### config.mk
export PLATFORM = sky130hd
export DESIGN_NAME = multi_timer
export DESIGN_NICKNAME = d
export VERILOG_FILES = /design/src/rtl/multi_timer.sv
export SDC_FILE = /design/constraint.sdc
export NUM_CORES = 1
export LEC_CHECK = 0
export CAP_MARGIN = 25
export CORE_UTILIZATION = 49
export DETAILED_ROUTE_END_ITERATION = 7
export PLACE_DENSITY = 0.81
export REMOVE_ABC_BUFFERS = 1
export SLEW_MARGIN = 10
export SYNTH_ARGS = -nofsm -noshare
export SYNTH_HDL_FRONTEND = slang
export SYNTH_SLANG_ARGS = --single-unit
### constraint.sdc
create_clock -name clk -period 2 [get_ports clk]
set_input_delay 0.3 -clock clk [delete_from_list [all_inputs] [get_ports clk]]
set_output_delay 0.3 -clock clk [all_outputs]
set_load 0.005 [all_outputs]
### src/rtl/multi_timer.sv
// Multi-channel programmable down-counting timer with a shared clock prescaler.
// Each channel has its own reload, one-shot/periodic mode, timeout pulse and sticky pending flag.
module multi_timer #(
    parameter int NUM_CH  = 4,
    parameter int WIDTH   = 16,
    parameter int PRESC_W = 8,
    localparam int CH_W   = (NUM_CH > 1) ? $clog2(NUM_CH) : 1
) (
    input  logic                    clk,
    input  logic                    rst,
    input  logic [PRESC_W-1:0]      presc_div,
    input  logic                    cfg_we,
    input  logic [CH_W-1:0]         cfg_ch,
    input  logic [WIDTH-1:0]        cfg_reload,
    input  logic                    cfg_periodic,
    input  logic [NUM_CH-1:0]       start,
    input  logic [NUM_CH-1:0]       stop,
    input  logic [NUM_CH-1:0]       irq_en,
    input  logic [NUM_CH-1:0]       irq_clr,
    output logic [NUM_CH-1:0]       running,
    output logic [NUM_CH-1:0]       timeout,
    output logic [NUM_CH-1:0]       pending,
    output logic [NUM_CH*WIDTH-1:0] count,
    output logic                    irq
);

    typedef enum logic {
        IDLE = 1'b0,
        RUN  = 1'b1
    } state_t;

    logic [PRESC_W-1:0] presc_cnt;
    logic               tick;

    logic [WIDTH-1:0]   reload_q   [NUM_CH];
    logic               periodic_q [NUM_CH];
    logic [WIDTH-1:0]   count_q    [NUM_CH];
    logic [WIDTH-1:0]   count_d    [NUM_CH];
    state_t             state_q    [NUM_CH];
    state_t             state_d    [NUM_CH];
    logic [NUM_CH-1:0]  expire;
    logic [NUM_CH-1:0]  timeout_q;
    logic [NUM_CH-1:0]  pending_q;

    // Equality (not >=) keeps a lowered presc_div from cutting the current period short:
    // the counter simply runs on to all-ones and wraps.
    assign tick = (presc_cnt == presc_div);

    // NOTE: sequential state is written only with non-blocking assignments.
    always_ff @(posedge clk) begin
        if (rst) begin
            presc_cnt <= '0;
        end else if (tick) begin
            presc_cnt <= '0;
        end else begin
            presc_cnt <= presc_cnt + PRESC_W'(1);
        end
    end

    // NOTE: the reload/mode registers are architecturally visible after reset, so they are reset too.
    always_ff @(posedge clk) begin
        if (rst) begin
            for (int i = 0; i < NUM_CH; i++) begin
                reload_q[i]   <= '0;
                periodic_q[i] <= 1'b0;
            end
        end else if (cfg_we) begin
            for (int i = 0; i < NUM_CH; i++) begin
                if (cfg_ch == CH_W'(i)) begin
                    reload_q[i]   <= cfg_reload;
                    periodic_q[i] <= cfg_periodic;
                end
            end
        end
    end

    // NOTE: every next-state signal gets its default first, so no latches are inferred.
    always_comb begin
        for (int i = 0; i < NUM_CH; i++) begin
            state_d[i] = state_q[i];
            count_d[i] = count_q[i];
            expire[i]  = 1'b0;
            if (start[i]) begin
                count_d[i] = reload_q[i];
                state_d[i] = RUN;
            end else if (stop[i]) begin
                state_d[i] = IDLE;
            end else if (state_q[i] == RUN && tick) begin
                if (count_q[i] == '0) begin
                    expire[i] = 1'b1;
                    if (periodic_q[i]) begin
                        count_d[i] = reload_q[i];
                    end else begin
                        state_d[i] = IDLE;
                    end
                end else begin
                    count_d[i] = count_q[i] - WIDTH'(1);
                end
            end
        end
    end

    always_ff @(posedge clk) begin
        if (rst) begin
            for (int i = 0; i < NUM_CH; i++) begin
                state_q[i] <= IDLE;
                count_q[i] <= '0;
            end
            timeout_q <= '0;
            pending_q <= '0;
        end else begin
            for (int i = 0; i < NUM_CH; i++) begin
                state_q[i] <= state_d[i];
                count_q[i] <= count_d[i];
            end
            timeout_q <= expire;
            pending_q <= expire | (pending_q & ~irq_clr);
        end
    end

    for (genvar g = 0; g < NUM_CH; g++) begin : g_out
        assign running[g]                = (state_q[g] == RUN);
        assign count[g*WIDTH +: WIDTH]   = count_q[g];
    end

    assign timeout = timeout_q;
    assign pending = pending_q;
    assign irq     = |(pending_q & irq_en);

endmodule
; ---- Yosys cells after proc, flatten, opt, wreduce, memory -nomap -nowiden
; Memories as Yosys holds them, arrays and structs flattened.
; Index checks and enable logic that the tools add are counted.
[totals]
regBits = 16
mem_bits_rw = 136
in_bits = 46
output_inout_bits = 77
elab_cells = 138
memories = 4
[mem_list]
columns = name, depth, width, rd, rd_ports_with_merged_regs, write_ports, line_no
row1 = count_q, 4, 16, 4, 0, 4, 37  ; logic [WIDTH-1:0] count_q [NUM_CH];
row2 = reload_q, 4, 16, 4, 0, 4, 35  ; logic [WIDTH-1:0] reload_q [NUM_CH];
row3 = periodic_q, 4, 1, 4, 0, 4, 36  ; logic periodic_q [NUM_CH];
row4 = state_q, 4, 1, 4, 0, 4, 39  ; state_t state_q [NUM_CH];
[op_classes]
add_sub_neg = 5
n_eq_ne = 4
n_mux = 91
bitwise_logic = 20
n_reduce_logical = 11
[ops]
columns = cell, n
row1 = 16-bit 2-to-1 mux, 28
row2 = 16-bit zero test, 4
row3 = 16-bit by 1-bit subtractor with 16-bit output (second input constant), 4
row4 = 1-bit 2-to-1 mux, 63
row5 = 1-bit bitwise OR, 16
row6 = 8-bit by 1-bit adder with 8-bit output (second input constant), 1
row7 = 4-bit bitwise AND, 2
row8 = 8-bit == test, 1
row9 = 2-bit == test (second input constant), 2
row10 = 1-bit logical AND, 4
row11 = 4-bit inverter, 1
row12 = 4-bit bitwise OR, 1
row13 = 4-bit OR reduction, 1
row14 = 2-bit by 1-bit == test with 1-bit output (second input constant), 1
row15 = 2-bit zero test, 1
row16 = 2-bit OR reduction, 1

; ---- Depth between registers and ports, before layout
; Gate-level depths: netlist of the first run.
[logic_depth]
word_depth = 6
depth_mapped = 9
depth_no_buf = 8

; ---- Worst setup path before layout of the first run
; OpenSTA, ideal clock, no wires.
[synth_timing]
path_type = reg2reg
start = memory count_q[1][1]
end = memory count_q[1][8]
setup_time_ps = 132
t_arrival_ps = 2024
required_ps = 1868
slack_ps = -157
path_stages_with_launch = 10
n_path_buf = 1
synth_period_minus_slack_ps = 2157
cell_sequence = dfxtp_1 -> inv_1 -> ha_1 -> or4b_1 -> or4_4 -> nor2_1 -> o21ai_2 -> buf_6 -> nand2_1 -> a21oi_1
[synth_lines]
columns = item, line_no
row1 = start: declaration, 37

==> results.toml, run 1 <==
[routing]
wl_microns = 29800
vias = 8872
drc = 0
first_pass_iters = 8
viasPerCell = 6.38
drtIter0Drc = 1251
avgRoutedWirePerCell_microns = 21.5
final_antenna_net_count = 0

[cts]
tritoncts = "built"
cts-root-buf = "clkbuf_16"
clock_latency_ps = 430
cts_hold_buf = 0
htree_num_levels = 4
cts_made_buffers = 17
clock_path_buffers = 2
path_clk_slew_ps = 60
clock-sinks = 152

[yosys]
synthFlopType = "dfxtp_1"
yosysTopAreaCellShare_pct = 26.0
syn_inst = 857
async_flop_share_pct = 0
synth_edf_count = 68
synth_top_cells_by_area = "edfxtp_1 (26%), dfxtp_1 (21%), a21oi_1 (5.0%), and2_1 (4.5%), nand2_1 (3.7%)"
synthTopCellsByCount = "dfxtp_1 (84), a21oi_1 (78), nand2_1 (78), nor2_1 (78), edfxtp_1 (68)"
ys_warn_count = 0
yosysUniqueCellTypes = 73
yosysMostFrequentCell = "dfxtp_1"
ys_seq_area_share_pct = 47.3
avgSynthCellArea_sq_um = 9.18
synth_top_area_cell = "edfxtp_1"
ys_seq_elements = 152
syn_area_sq_um = 7870

[power]
p_leak_nw = 4.92
p_sw_w = 0.00315
internal_power_w = 0.00677
p_per_area_nw_per_um2 = 807
finalPower_w = 0.00992
power_frac_comb_pct = 31.1
clkPwrFrac_pct = 32.1
peakVddDrop_mv = 0.654
p_seq_share_pct = 36.8
sw_frac_of_total_pct = 31.8

[floorplan]
fp.dieW_microns = 129
dieArea_sq_um = 16600
pin_count = 123
core.rowCount = 45
die_y_microns = 129
start_util_pct = 51.0
core_sq_um = 15400

[global_routing]
grt_max_degree = 23
gr-total-overflow = 0
antenna_found_initial = 0
grt_pass1_wl_microns = 42200
grt.total_usage_pct = 33.1
first_global_vias = 8173

[finish]
syn2layout_area_growth_pct = 56.3
drive_gt1_share_pct = 34.1
fin_area_sq_um = 12300
diodes = 0
fin_cells = 1390
fin_nets = 1221

[placed_design]
place_congestion = 0.977
post_dp_cell_area_sq_um = 10600
dp_hpwl_microns = 18100
port_buffers = 122
placed_cells = 1333

[sta]
fin_crit_sh_pct = 116
setup_ws_ps = -330
finalSetupViolCount = 46
slew_headroom_pct = 68.2
final_max_slew_viol_count = 0
min_period_ps = 2330
worst_pin_slew_ps = 471
hold_ws_ps = 273
fin_skew_ps = 6.79
rsz0062_at_grt = "true"
hold_viol_final = 0
fmax_mhz = 429

[critical_path]
cpMostUsedCell = "nand2_1"
crit_path_end_kind = "flop"
crit_chain = "inv_2, ha_4, or4b_4, buf_6, o41ai_4, buf_4, nand2_1, o21ai_0, nand2_1, a21oi_1"
worst_path_max_delay_cell = "or4b_4"
cp.arrival_ps = 2660
required_ps = 2330
crit_buf_inv = 3
crit_type = "flop to flop"
max_stage_delay_ps = 480
crit_path_start_kind = "flop"
crit_family = "simple AND/OR/NAND/NOR gates"
worstPathMaxFanout = 13

[outcome]
outcome = "finished, violations left"
violations = "setup timing"

[run]
max-cap-violations = 0

[hold_path]
worstHoldPathType = "primary input to flop"
==> layout by cell type, fill, tap and decap left out, drive strengths merged, types with 14 or more instances in the layout <==
cell type,instances
and2,57
nand2b,14
o211ai,16
inv,26
clkdlybuf4s50,114
nor2,78
and3,30
nand3,29
buf,205
a21oi,80
nor4,16
dfxtp,84
nor3,30
nand2,78
o21ai,41
clkbuf,19
edfxtp,68
==> power groups by stage <==
| stage | sequential (W) | combinational [W] | clock, W |
|---|---|---|---|
| finish | 0.00365 | 0.00309 | 0.00318 |
| global route | 0.00365 | 0.00325 | 0.00335 |
| global placement | 0.00367 | 0.00233 | 0 |
| detailed placement | 0.00367 | 0.00236 | 0 |
| floorplan | 0.00369 | 0.00108 | 0 |
| CTS | 0.00362 | 0.00262 | 0.00317 |
==> state kept, by name, indices dropped and copies added, names as in the netlist <==
register    flops
presc_cnt       8
pending         4
timeout         4
state_q         4
count_q        64
periodic_q      4
reload_q       64
==> metrics by stage <==
step,setup slack (ps),utilization (%),TNS (ps)
6_report,-330,79.7,-8000
5_1_grt,-368,79.7,-10520
4_1_cts,-245,75.4,-5730
3_5_place_dp,-581,68.4,-29680
3_3_place_gp,-463,68.4,-23450
2_1_floorplan,-1000,-,-17670
==> routing by layer <==
layer | track usage [%] | wire (microns) | vias to the layer above
met5 | 0 | 0 | -
met4 | 16.1 | 1710 | 0
met3 | 5.65 | 2880 | 184
met2 | 53.9 | 14000 | 709
met1 | 43.0 | 11200 | 4172
li1 | - | - | 3807
==> final cells by class <==
class | instances | area, sq um
multi-input combinational | 645 | 4670
sequential | 152 | 3740
fill | 882 | 3140
timing repair buffer | 326 | 2940
clock buffer | 19 | 433
tap | 211 | 264
clock inverter | 13 | 144
inverter | 24 | 90.1
==> kinds of logic (layout without fill, tap and decap cells) <==
kind of cell | count (synthesis) | count (layout) | share of synthesized area (%)
mux | 5 | 5 | 0.636
buf+inv | 60 | 382 | 3.44
xor+xnor | 14 | 14 | 1.56
flops | 152 | 152 | 47.3
simple gates | 381 | 381 | 25.7
compound gates | 236 | 236 | 19.9
fa+ha+maj | 9 | 9 | 1.43
==> final timing paths <==
path | startpoint | endpoint | slack [ps] | cells after the start
worst min register to register | pending[0] | pending[0] | 490 | 1
worst min-delay path | rst | state_q[2] | 270 | 2
worst max-delay path | count_q[1][1] | count_q[1][4] | -330 | 10
worst max register to register | count_q[1][1] | count_q[1][4] | -330 | 10
==> what timing repair did <==
item                                    CTS  global route
buffers inserted                         11            14
cloned                                    3             1
gates resized for setup                  91           147
endpoints found under the setup margin   70            67
pin swaps                                52            72
Note: power is estimated with default switching activity, not from simulation.
==> run 2: changes to the inputs <==
ABC_CLOCK_PERIOD_IN_PS = 2000   (was default)
PLACE_DENSITY = default   (was 0.81)
PLACE_DENSITY_LB_ADDON = 0.05   (was default)
TNS_END_PERCENT = 10   (was default)
==> run 2 against run 1 <==
  * The run still ends with setup timing left
  * Power down 0.56%
  * Highest routed layer unchanged
  * Routed wire length fell by 6.3%
  * Global-route usage grew 1.2 points
  * Clock power increased by 4%
  * Sequential power about the same
  * Hold slack better by 110 ps
==> results.toml, run 2 (synthesized netlist as in run 1, its figures left out) <==
[outcome]
outcome = "finished, violations left"
violations = "setup timing"

[global_routing]
grt.total_usage_pct = 34.4
antenna_found_initial = 0
gr-total-overflow = 0
grt_pass1_wl_microns = 43400
first_global_vias = 8262
grt_max_degree = 35

[critical_path]
rr_endpoint = "count_q[1][10]"
cp.arrival_ps = 2670
reg2reg_slack_ps = -310
crit_path_start_kind = "flop"
required_ps = 2360
worstPathMaxFanout = 8
max_stage_delay_ps = 480
worstReg2RegStart = "count_q[1][0]"
crit_chain = "inv_2, ha_4, or4b_4, buf_6, o41ai_4, buf_6, buf_12, nand2_1, o41ai_4, nand2_1, a21oi_2"
r2r_cells = 11
worst_path_max_delay_cell = "or4b_4"
crit_type = "flop to flop"
critPathLaunch = "count_q[1][0]"
crit_path_end_kind = "flop"

[finish]
fin_nets = 1234
multiInputGateArea_sq_um = 4320
fin_area_sq_um = 12100
syn2layout_area_growth_pct = 53.3
finalCoreUtilization_pct = 78.2
final-seq-area_sq_um = 3740
fin_cells = 1403
diodes = 0
final_common_cell = "buf_4"
drive_gt1_share_pct = 30.6
reg_top3 = "count_q: 64 flops, reload_q: 64 flops, presc_cnt: 8 flops"
fillers = 1038
most-common-layout-cells = "buf_4 (191), clkdlybuf4s50_1 (119), nor2_1 (73), dfxtp_1 (73), nand2_1 (69)"

[cts]
tritoncts = "built"
cts_hold_buf = 0
path_clk_slew_ps = 70
clock_path_buffers = 2
htree_num_levels = 4
clock-sinks = 152
clock_latency_ps = 440
cts-root-buf = "clkbuf_16"
cts_made_buffers = 17

[floorplan]
start_util_pct = 51.0
pin_count = 123
fp.dieW_microns = 129
core_sq_um = 15400
core.rowCount = 45
die_y_microns = 129
dieArea_sq_um = 16600

[sta]
min_period_ps = 2310
finalSetupViolCount = 38
worst_pin_slew_ps = 455
final_max_slew_viol_count = 0
fin_crit_sh_pct = 115
rsz0062_at_grt = "true"
hold_viol_final = 0
fmax_mhz = 434
fin_skew_ps = 12.4
slew_headroom_pct = 68.9
setup_ws_ps = -306

[hold_path]
holdPathEnd = "count_q[2][2]"
worstHoldPathType = "primary input to flop"
hold_start = "rst"
hold_depth = 3

[placed_design]
post_dp_cell_area_sq_um = 10700
pre_cts_ws_ps = -532
dp_hpwl_microns = 19300
placed_cells = 1344
place_congestion = 1.00
port_buffers = 122

[run]
max-cap-violations = 0

[routing]
final_antenna_net_count = 0
avgRoutedWirePerCell_microns = 19.9
drc = 0
viasPerCell = 5.99
drtIter0Drc = 854
vias = 8409
first_pass_iters = 8
wl_microns = 28000

[power]
p_per_area_nw_per_um2 = 818
peakVddDrop_mv = 0.686
p_leak_nw = 4.86
==> run 2: cell count changes in the layout (fill, tap and decap cells not counted), moves of 5 or more <==
| cell | delta |
|---|---|
| buf_6 | -10 |
| o21ai_0 | +9 |
| clkdlybuf4s50_1 | +5 |
| o21ai_2 | -7 |
| a21oi_1 | +7 |
| a21oi_2 | -7 |
| buf_4 | +20 |
| nor2_4 | -5 |
==> run 2: critical path: cells and delay by family, from the launching register on <==
family                   cells  cell delay (ps)
AO/OA/AOI/OAI                3              480
adder cells (fa/ha/maj)      1              120
buffers and inverters        4              530
flip-flops                   1              320
AND/OR/NAND/NOR              3              770
==> run 2: worst max path at each step <==
stage                           endpoint  slack (ps)  depth (start not counted)
after floorplan            count_q[1][0]       -1000                          7
after global placement     count_q[0][0]        -430                          8
after detailed placement   count_q[3][6]        -530                          7
after CTS                  count_q[1][9]        -260                         11
after global routing      count_q[1][10]        -380                         11
final                     count_q[1][10]        -310                         11
==> run 2: layout make-up <==
type	instances	area share (%)
tap	211	2.19
clock buffer	19	3.67
inverter	24	0.768
timing repair buffer	339	25.3
sequential	152	31.0
clock inverter	13	1.28
multi-input combinational	645	35.8
==> run 2: per-stage QoR <==
| stage | power [W] | hold slack (ps) | setup TNS [ps] |
|---|---|---|---|
| after floorplan | 0.00477 | 365 | -17670 |
| after global placement | 0.00606 | 466 | -22980 |
| after detailed placement | 0.00610 | 459 | -25170 |
| after CTS | 0.00965 | 364 | -6860 |
| after global routing | 0.0102 | 373 | -10930 |
| final | 0.00986 | 379 | -7000 |
==> run 2: timing repair <==
item | 4_1_cts | 5_1_grt
pin swaps | 41 | 28
buffers inserted | 23 | 1
endpoints found under the hold margin | 0 | 0
gates resized for setup | 69 | 73
setup endpoints to repair | 64 | 68
gates cloned | 3 | 0
==> run 2: report_power, final <==
part | switching, W | total, W | leakage, nW | internal, W
Sequential | 0.000151 | 0.00363 | 1.36 | 0.00347
Combinational | 0.00149 | 0.00293 | 3.21 | 0.00144
Clock | 0.00132 | 0.00331 | 0.287 | 0.00199
Total | 0.00297 | 0.00986 | 4.86 | 0.00690
==> run 2: metal layers <==
layer	global-route usage (%)	wire [microns]
met5	0	0
met4	15.2	1140
met1	43.2	11200
met3	7.28	2100
met2	57.2	13500
==> run 3: changes to the inputs <==
CORE_UTILIZATION = 35   (was 49)
==> run 3 against run 2 <==
  * Hold slack got worse by 29 ps
  * Clock skew decreased by 2.0 ps
  * Combinational power decreased by 4%
  * Sequential power about the same
  * Clock power increased by 6.3%
  * Core utilization decreased by 23 points
  * Critical path depth decreased by 3
  * The run ends with DRC, setup timing left
  * Register-to-register slack improved by 60 ps
  * Largest power group unchanged
  * Count of clock-buffer cells in the layout decreased by 1
==> results.toml, run 3 (synthesized netlist as in run 1, its figures left out) <==
[outcome]
outcome = "finished, violations left"
violations = "DRC, setup timing"

[sta]
slew_headroom_pct = 60.4
worst_pin_slew_ps = 591
final_max_slew_viol_count = 0
fin_crit_sh_pct = 113
min_period_ps = 2250
hold_viol_final = 0
rsz0062_at_grt = "true"
fmax_mhz = 444
tns_ps = -5560
fin_skew_ps = 10.4
finalSetupViolCount = 34
setup_ws_ps = -251

[critical_path]
crit_path_start_kind = "flop"
r2r_cells = 8
cp.arrival_ps = 2560
required_ps = 2310
crit_path_end_kind = "flop"
worstPathMaxFanout = 6
crit_type = "flop to flop"

[routing]
avgRoutedWirePerCell_microns = 18.5
drtIter0Drc = 703
first_pass_iters = 7
wl_microns = 27300
vias = 8039
final_antenna_net_count = 0
viasPerCell = 5.46
drc = 12

[hold_path]
worstHoldPathType = "primary input to flop"
hold_depth = 3

[finish]
reg_top3 = "count_q: 64 flops, reload_q: 64 flops, presc_cnt: 8 flops"
drive_gt1_share_pct = 29.4
diodes = 0
final_common_cell = "buf_4"
fin_nets = 1235
syn2layout_area_growth_pct = 53.7
fillers = 2060
most-common-layout-cells = "buf_4 (198), clkdlybuf4s50_1 (121), nor2_1 (75)"

[placed_design]
dp_hpwl_microns = 19600
port_buffers = 122
place_congestion = 0.905
pre_cts_ws_ps = -499

[cts]
cts_made_buffers = 17
htree_num_levels = 4
clock-sinks = 152
clock_path_buffers = 2
cts-root-buf = "clkbuf_16"
cts_hold_buf = 0
tritoncts = "built"
path_clk_slew_ps = 60
clock_latency_ps = 430

[floorplan]
start_util_pct = 35.8
core.rowCount = 54
dieArea_sq_um = 23100
die_y_microns = 152
core_sq_um = 22000
pin_count = 123
fp.dieW_microns = 152

[global_routing]
grt_max_degree = 28
gr-total-overflow = 0
antenna_found_initial = 0
grt.total_usage_pct = 23.4
first_global_vias = 7736
grt_pass1_wl_microns = 42200

[power]
p_leak_nw = 4.84
peakVddDrop_mv = 0.507
finalPower_w = 0.00993
p_per_area_nw_per_um2 = 821

[run]
max-cap-violations = 0
run 3: changes by cell type in the layout (fill, tap and decap cells not counted), sizes merged:
cell / before / now
bufinv: 3 / 5
dlymetal6s2s: 2 / 0
clkinvlp: 3 / 2
clkdlybuf4s50: 119 / 121
buf: 218 / 217
clkbuf: 19 / 20
run 3: repair_timing:
item                                    4_1_cts  5_1_grt
gates resized for setup                      53       66
gates cloned                                  1        2
buffers inserted                              7        4
pin swaps                                    30       27
endpoints found under the setup margin       69       72
run 3: worst max-delay path, cell delays in order (launching register included):
cell	delay [ps]
dfxtp_2	340
inv_2	70
ha_4	120
or4b_4	480
buf_6	140
or2_4	240
o21ai_4	280
a2111oi_1	150
a311o_1	320
run 3: area by class of cell:
cell class / instances / area [sq um] / area share (%)
Sequential cell: 152 / 3740 / 30.9
Clock inverter: 14 / 204 / 1.69
Timing Repair Buffer: 340 / 3010 / 24.9
Multi-Input combinational cell: 645 / 4270 / 35.3
Inverter: 24 / 90.1 / 0.745
Tap cell: 280 / 350 / 2.90
Clock buffer: 18 / 429 / 3.55
run 3: report_power, final:
part	internal (W)	switching, W
Clock	0.00220	0.00131
Combinational	0.00138	0.00141
Sequential	0.00347	0.000145
run 3: final timing paths:
path | from | endpoint | slack, ps
min reg2reg | reload_q[2][5] | count_q[2][5] | 480
max reg2reg | count_q[0][0] | count_q[0][0] | -250
max | count_q[0][0] | count_q[0][0] | -250
min | rst | timeout[1] | 350
run 3: metrics by stage:
stage	instances	hold WS (ps)	utilization [%]	area (sq um)
detailed placement	1427	471	49.5	10900
CTS	1467	327	53.5	11700
floorplan	821	365	-	7680
global placement	1427	462	49.5	10900
global route	1473	349	55.1	12100
finish	1473	350	55.1	12100
run 3: layer usage:
metal | wire [microns] | track usage (%) | vias to the layer above | part of all wire (%)
met3 | 1700 | 4.93 | 45 | 6.2
met1 | 12000 | 31.0 | 3857 | 44
met2 | 13100 | 38.7 | 300 | 48
met4 | 476 | 6.17 | 0 | 1.7
met5 | 0 | 0 | - | 0
li1 | - | - | 3837 | -
